[config.mk]
export PLATFORM = sky130hd
export DESIGN_NAME = windowed_accumulator
export DESIGN_NICKNAME = d
export VERILOG_FILES = /design/src/rtl/acc_pkg.sv /design/src/rtl/acc_lane.sv /design/src/rtl/windowed_accumulator.sv
export SDC_FILE = /design/constraint.sdc
export NUM_CORES = 1
export LEC_CHECK = 0
export ABC_AREA = 0
export ABC_CLOCK_PERIOD_IN_PS = 3400
export CAP_MARGIN = 20
export CORE_UTILIZATION = 45
export CTS_CLUSTER_SIZE = 20
export DETAILED_ROUTE_END_ITERATION = 8
export PLACE_DENSITY = 0.65
export SLEW_MARGIN = 0
export SYNTH_ARGS = -nofsm -noshare
export SYNTH_HDL_FRONTEND = slang
export SYNTH_SLANG_ARGS = --single-unit
[constraint.sdc]
create_clock -name clk -period 3.4 [get_ports clk]
set_input_delay 0.68 -clock clk [delete_from_list [all_inputs] [get_ports clk]]
set_output_delay 0.68 -clock clk [all_outputs]
set_load 0.03 [all_outputs]
[src/rtl/acc_pkg.sv]
// Shared defaults, width helper and result record for windowed_accumulator.
// Optional saturation is selected with the ACC_SAT_EN macro (see acc_lane).
package acc_pkg;

  // Tag width for n items: clog2 with a floor of one bit so a single channel still has a port.
  function automatic int ch_w(input int n);
    return (n <= 1) ? 1 : $clog2(n);
  endfunction

  localparam int DEF_IN_W     = 32;
  localparam int DEF_ACC_W    = 40;
  localparam int DEF_CHANNELS = 4;
  localparam int DEF_WINDOW   = 8;
  localparam int DEF_CH_W     = ch_w(DEF_CHANNELS);

  typedef struct packed {
    logic [DEF_CH_W-1:0]  ch;
    logic [DEF_ACC_W-1:0] sum;
    logic                 ovf;
  } acc_result_t;

endpackage

[src/rtl/acc_lane.sv]
// One channel of the windowed accumulator: running sum, sample count and sticky overflow.
// ACC_SAT_EN defined: clamp to all-ones on carry; undefined: wrap modulo 2^ACC_W.
module acc_lane
  import acc_pkg::*;
#(
  parameter int IN_W   = DEF_IN_W,
  parameter int ACC_W  = DEF_ACC_W,
  parameter int WINDOW = DEF_WINDOW
) (
  input  logic             clk,
  input  logic             rst,
  input  logic             clr,
  input  logic             i_hit,
  input  logic [IN_W-1:0]  i_data,
  output logic             o_done,
  output logic [ACC_W-1:0] o_sum,
  output logic             o_ovf
);

  localparam int CNT_W = ch_w(WINDOW);
  localparam logic [CNT_W-1:0] LAST = CNT_W'(WINDOW - 1);

  logic [ACC_W-1:0] r_acc;
  logic [CNT_W-1:0] r_cnt;
  logic             r_ovf;

  logic [ACC_W:0]   w_nxt;
  logic             w_carry;
  logic [ACC_W-1:0] w_sum;
  logic             w_last;

  assign w_nxt   = {1'b0, r_acc} + (ACC_W + 1)'(i_data);
  assign w_carry = w_nxt[ACC_W];
  assign w_last  = (r_cnt == LAST);

`ifdef ACC_SAT_EN
  // Once clamped the accumulator stays all-ones: any further non-zero add carries again.
  assign w_sum = w_carry ? {ACC_W{1'b1}} : w_nxt[ACC_W-1:0];
`else
  assign w_sum = w_nxt[ACC_W-1:0];
`endif

  assign o_done = i_hit && w_last;
  assign o_sum  = w_sum;
  assign o_ovf  = r_ovf | w_carry;

  always_ff @(posedge clk or negedge rst) begin
    if (!rst) begin
      r_acc <= '0;
      r_cnt <= '0;
      r_ovf <= 1'b0;
    end else if (clr) begin
      r_acc <= '0;
      r_cnt <= '0;
      r_ovf <= 1'b0;
    end else if (i_hit) begin
      if (w_last) begin
        r_acc <= '0;
        r_cnt <= '0;
        r_ovf <= 1'b0;
      end else begin
        r_acc <= w_sum;
        r_cnt <= r_cnt + 1'b1;
        r_ovf <= r_ovf | w_carry;
      end
    end
  end

endmodule

[src/rtl/windowed_accumulator.sv]
// Multi-channel windowed accumulator: tagged samples in, one result per channel per WINDOW samples.
// Build option ACC_SAT_EN selects saturating sums inside acc_lane.
module windowed_accumulator
  import acc_pkg::*;
#(
  parameter int IN_W     = DEF_IN_W,
  parameter int ACC_W    = DEF_ACC_W,
  parameter int CHANNELS = DEF_CHANNELS,
  parameter int WINDOW   = DEF_WINDOW
) (
  input  logic                        clk,
  input  logic                        rst,
  input  logic                        clr,
  input  logic                        in_valid,
  output logic                        in_ready,
  input  logic [ch_w(CHANNELS)-1:0]   in_ch,
  input  logic [IN_W-1:0]             in_data,
  output logic                        out_valid,
  input  logic                        out_ready,
  output logic [ch_w(CHANNELS)-1:0]   out_ch,
  output logic [ACC_W-1:0]            out_sum,
  output logic                        out_ovf
);

  // Handshake: a transfer happens on a rising edge where valid && ready; valid, once
  // raised, holds with stable payload until taken. Input readiness follows the single
  // output register, so the input stalls only while a result waits unconsumed.

  localparam int CH_W = ch_w(CHANNELS);
  localparam logic [CH_W:0] CH_LIM = (CH_W + 1)'(CHANNELS);

  typedef struct packed {
    logic [CH_W-1:0]  ch;
    logic [ACC_W-1:0] sum;
    logic             ovf;
  } res_t;

  res_t                r_res;
  logic                r_out_valid;

  logic                w_accept;
  logic                w_ch_ok;
  logic [CHANNELS-1:0] w_lane_hit;
  logic [CHANNELS-1:0] w_lane_done;
  logic [CHANNELS-1:0] w_lane_ovf;
  logic [ACC_W-1:0]    w_lane_sum [CHANNELS];
  logic [ACC_W-1:0]    w_sel_sum;
  logic                w_sel_ovf;

  assign in_ready = !r_out_valid || out_ready;
  assign w_accept = in_valid && in_ready && !clr;
  assign w_ch_ok  = ({1'b0, in_ch} < CH_LIM);

  for (genvar c = 0; c < CHANNELS; c++) begin : g_lane
    assign w_lane_hit[c] = w_accept && w_ch_ok && (in_ch == CH_W'(c));

    acc_lane #(
      .IN_W   (IN_W),
      .ACC_W  (ACC_W),
      .WINDOW (WINDOW)
    ) u_lane (
      .clk    (clk),
      .rst    (rst),
      .clr    (clr),
      .i_hit  (w_lane_hit[c]),
      .i_data (in_data),
      .o_done (w_lane_done[c]),
      .o_sum  (w_lane_sum[c]),
      .o_ovf  (w_lane_ovf[c])
    );
  end

  // At most one lane is hit per cycle, so a priority-free select is enough.
  always_comb begin
    w_sel_sum = '0;
    w_sel_ovf = 1'b0;
    for (int c = 0; c < CHANNELS; c++) begin
      if (w_lane_done[c]) begin
        w_sel_sum = w_lane_sum[c];
        w_sel_ovf = w_lane_ovf[c];
      end
    end
  end

  always_ff @(posedge clk or negedge rst) begin
    if (!rst) begin
      r_out_valid <= 1'b0;
      r_res       <= '0;
    end else if (clr) begin
      r_out_valid <= 1'b0;
    end else if (|w_lane_done) begin
      r_out_valid <= 1'b1;
      r_res.ch    <= in_ch;
      r_res.sum   <= w_sel_sum;
      r_res.ovf   <= w_sel_ovf;
    end else if (out_ready) begin
      r_out_valid <= 1'b0;
    end
  end

  assign out_valid = r_out_valid;
  assign out_ch    = r_res.ch;
  assign out_sum   = r_res.sum;
  assign out_ovf   = r_res.ovf;

endmodule
==> results by group <==
Global routing
  • Global-route wire length before repair: ~97 mm
  • Initial antenna violation count: 1
  • Vias in the first global route: ~17,000
  • Congestion Overflow GR: 0
  • Tot GR Track Use: 34.1%
  • Largest net degree at the start of global routing: 86

Detailed routing
  • Post-Route WL: between 60 and 70 mm
  • Post-DR vias/cell: 6.04
  • Post-route ant nets: 0
  • Iteration-0 DRC Markers: between 1,500 and 2,000
  • DRT Pass-1 Iters: 9
  • Residual DRC: 2
  • Avg WL per Cell: about 22 um
  • DR vias: around 17,000

Cells and area
  • Area delta synth->final: 39.6%
  • Design Area, Final: between 20,000 and 25,000 sq um
  • Nets@finish: about 2,600
  • N_diodes: 0
  • Layout cell share with drive strength beyond 1: roughly 28%

Yosys
  • Xor/xnor cell area share of the yosys netlist: 7.51%
  • Largest family of logic cells by synthesized area: compound AO/OA/AOI/OAI gates
  • Compound-cell area share of the yosys netlist: 30.5%
  • Prevailing post-synth register cell: dfrtp_1
  • Post-Syn Nets: between 2,000 and 2,500
  • Sequential area share after synthesis: between 30% and 40%
  • Mapped Area: 16,400 sq um
  • Total of warnings raised by yosys: 0
  • Syn Inst Count: about 1,900
  • Simple-gate share of the synthesized area: 14.2%
  • Synth Area per Inst: roughly 8.8 sq um
  • Synth Area in Adders: roughly 11%
  • Synthesized flop and latch total: 220
  • Post-synthesis async set-or-reset flop share: 100%
  • Post-synthesis mux area share: 0.251%
  • Synth cell types: 80
  • Post-synth EDFFs: 0

Floorplan
  • # rows: 69
  • Die Span Y: between 150 and 200 um
  • Die width: 193 um
  • CORE AREA: approximately 36,000 sq um
  • Full die area: approximately 37,000 sq um
  • IO Pins: between 80 and 90
  • Starting density of the core: 46.0%

Place
  • Post-DP HPWL: about 48 mm
  • Place WS: -1100 ps
  • Port-buffer cells: between 80 and 90
  • Routability Congestion: 0.974
  • Cell Area, Placed: between 20,000 and 25,000 sq um

STA
  • Slew Viols, Final: 0
  • Clk_skew: between 15 and 20 ps
  • Relative slew margins: a little under half
  • Final hold slack: about 66 ps
  • Tcrit/Tclk final: a little over nine tenths
  • Final setup viols: 0
  • Final setup margin: approximately 87 ps
  • Fin. Hold Viols: 0
  • Fmax: between 0.3 and 0.4 GHz
  • Min Tclk post-route: around 3300 ps
  • Unrepaired setup endpoints after global routing: true
  • Worst slew pin tran: just under 800 ps

Critical path
  • Critical path required time: roughly 3800 ps
  • R2R setup slack: between 100 and 150 ps
  • CP Class: primary input to register
  • Worst r2r src: g_lane[1].u_lane.r_acc[0]
  • R2r endpoint: out_sum[36]
  • CP arrival: about 3800 ps
  • CP Launch Type: primary input
  • CP Max Fanout: 4
  • Worst reg-to-reg path cell count: 14
  • CP startpoint: in_data[17]
  • Worst Setup End Kind: register

Power
  • Leak: ~11 nW
  • Worst vdd ir: a little over 0.4 mV
  • PwrDens: ~340 nW/um^2

Run status
  • Failing checks: DRC
  • Status: finished with violations

Min path
  • Min-Delay Path Class: primary input to async pin

Clock tree
  • Num CTS Buffers: 28
  • Clk buf depth: 3
  • # H-tree levels: 1
  • Worst-Skew Late Latency: 560 ps
  • Clock Pin Slew Worst Setup and Hold Paths: 60 ps
  • Clk Tree Root Cell: clkbuf_16
  • Hold-fix buffers, CTS: 0
  • Sink Count: 220
  • CTS tree: built

Job
  • Max cap viols: 0
-- power breakdown --
group | internal, mW | switching, mW
Combinational | 0.937 | 1.08
Clock | 1.69 | 1.24
Sequential | 2.69 | 0.0557
Total | 5.32 | 2.38
-- stage by stage --
stage / TNS, ps / cells / utilization (%) / power [mW]
floorplan: 0 / 1873 / - / 3.71
global placement: -73590 / 2828 / 59.8 / 4.66
detailed placement: -76500 / 2828 / 59.8 / 4.68
CTS: -32.7 / 2884 / 62.9 / 7.65
global route: -62.8 / 2894 / 64.2 / 7.99
finish: 0 / 2894 / 64.2 / 7.70
-- state kept, by name (all words and copies together) (netlist names) --
register / count
out_valid: 1
g_lane.u_lane.r_cnt: 12
out_ch: 2
out_ovf: 1
g_lane.u_lane.r_ovf: 4
out_sum: 40
g_lane.u_lane.r_acc: 160
-- worst max-delay path, stage by stage --
cell and delay [ps]:
clkdlybuf4s50_1 440, buf_4 180, ha_1 350, a21oi_1 190
o21ai_1 110, nor3_2 240, a31oi_4 150, buf_4 150
buf_4 130, a21o_2 230, a221oi_2 240, xor2_1 280
o221ai_2 170, a22o_1 200
-- placed cells by master, fill, tap and decap left out, drive strengths merged, types with 18 or more instances in the layout --
master,n
o21ai,181
nand2b,19
a21o,61
nand4,18
nand3,42
dfrtp,220
ha,136
nor2,129
a22oi,24
o21a,21
clkbuf,52
o211ai,18
buf,519
clkdlybuf4s50,61
xnor2,92
and3,21
inv,33
a22o,106
a211oi,21
nand2,200
xor2,49
a21oi,157
-- timing repair --
| item | in CTS | in global routing |
|---|---|---|
| pin swaps | 13 | 27 |
| setup buffers | 5 | 9 |
| endpoints found under the setup margin | 66 | 51 |
| resized for setup | 48 | 91 |
-- synthesized netlist by cell type, types with 19 or more instances --
master | count | share of area (%)
nand3_1 | 42 | 1.3
xnor2_1 | 92 | 4.9
a21o_1 | 59 | 2.7
ha_1 | 136 | 10
and3_1 | 19 | 0.72
a22o_1 | 106 | 5.6
o21ai_0 | 151 | 4.6
xor2_1 | 49 | 2.6
a22oi_1 | 24 | 1.1
o21ai_1 | 30 | 0.91
a211oi_1 | 20 | 0.91
a21oi_1 | 157 | 4.8
clkbuf_1 | 74 | 1.7
nor2_1 | 128 | 2.9
nand2_1 | 199 | 4.5
o21a_1 | 21 | 0.96
dfrtp_1 | 220 | 33
inv_1 | 33 | 0.75
nand2b_1 | 19 | 0.72
-- layout make-up --
| type | instances | area (sq um) |
|---|---|---|
| timing repair buffer | 601 | 4820 |
| tap | 461 | 577 |
| clock inverter | 6 | 33.8 |
| multi-input combinational | 1528 | 11000 |
| clock buffer | 45 | 846 |
| fill | 3121 | 12800 |
| inverter | 33 | 124 |
| sequential | 220 | 5510 |
-- kinds of logic after synthesis --
logic type | after synthesis
simple gates | 505
compound gates | 738
mux | 4
xor+xnor | 141
fa+ha+maj | 140
buf+inv | 125
flops | 220
-- worst max path at each step --
stage / end / slack [ps] / depth (start not counted)
floorplan: out_sum[36] / 30 / 11
global placement: out_sum[28] / -1120 / 14
detailed placement: out_sum[28] / -1100 / 14
CTS: out_sum[28] / -20 / 15
global route: out_sum[28] / -40 / 16
finish: out_sum[28] / 90 / 14
-- layer usage --
metal	up-vias	routed length, um	share of wire (%)	track usage (%)
met5	-	0	0	0
met4	0	2880	4.5	14.6
met3	150	4400	6.9	5.52
met2	698	28400	45	53.4
met1	8543	28100	44	46.6
li1	8094	-	-	-
(Power assumes the default switching activity.)
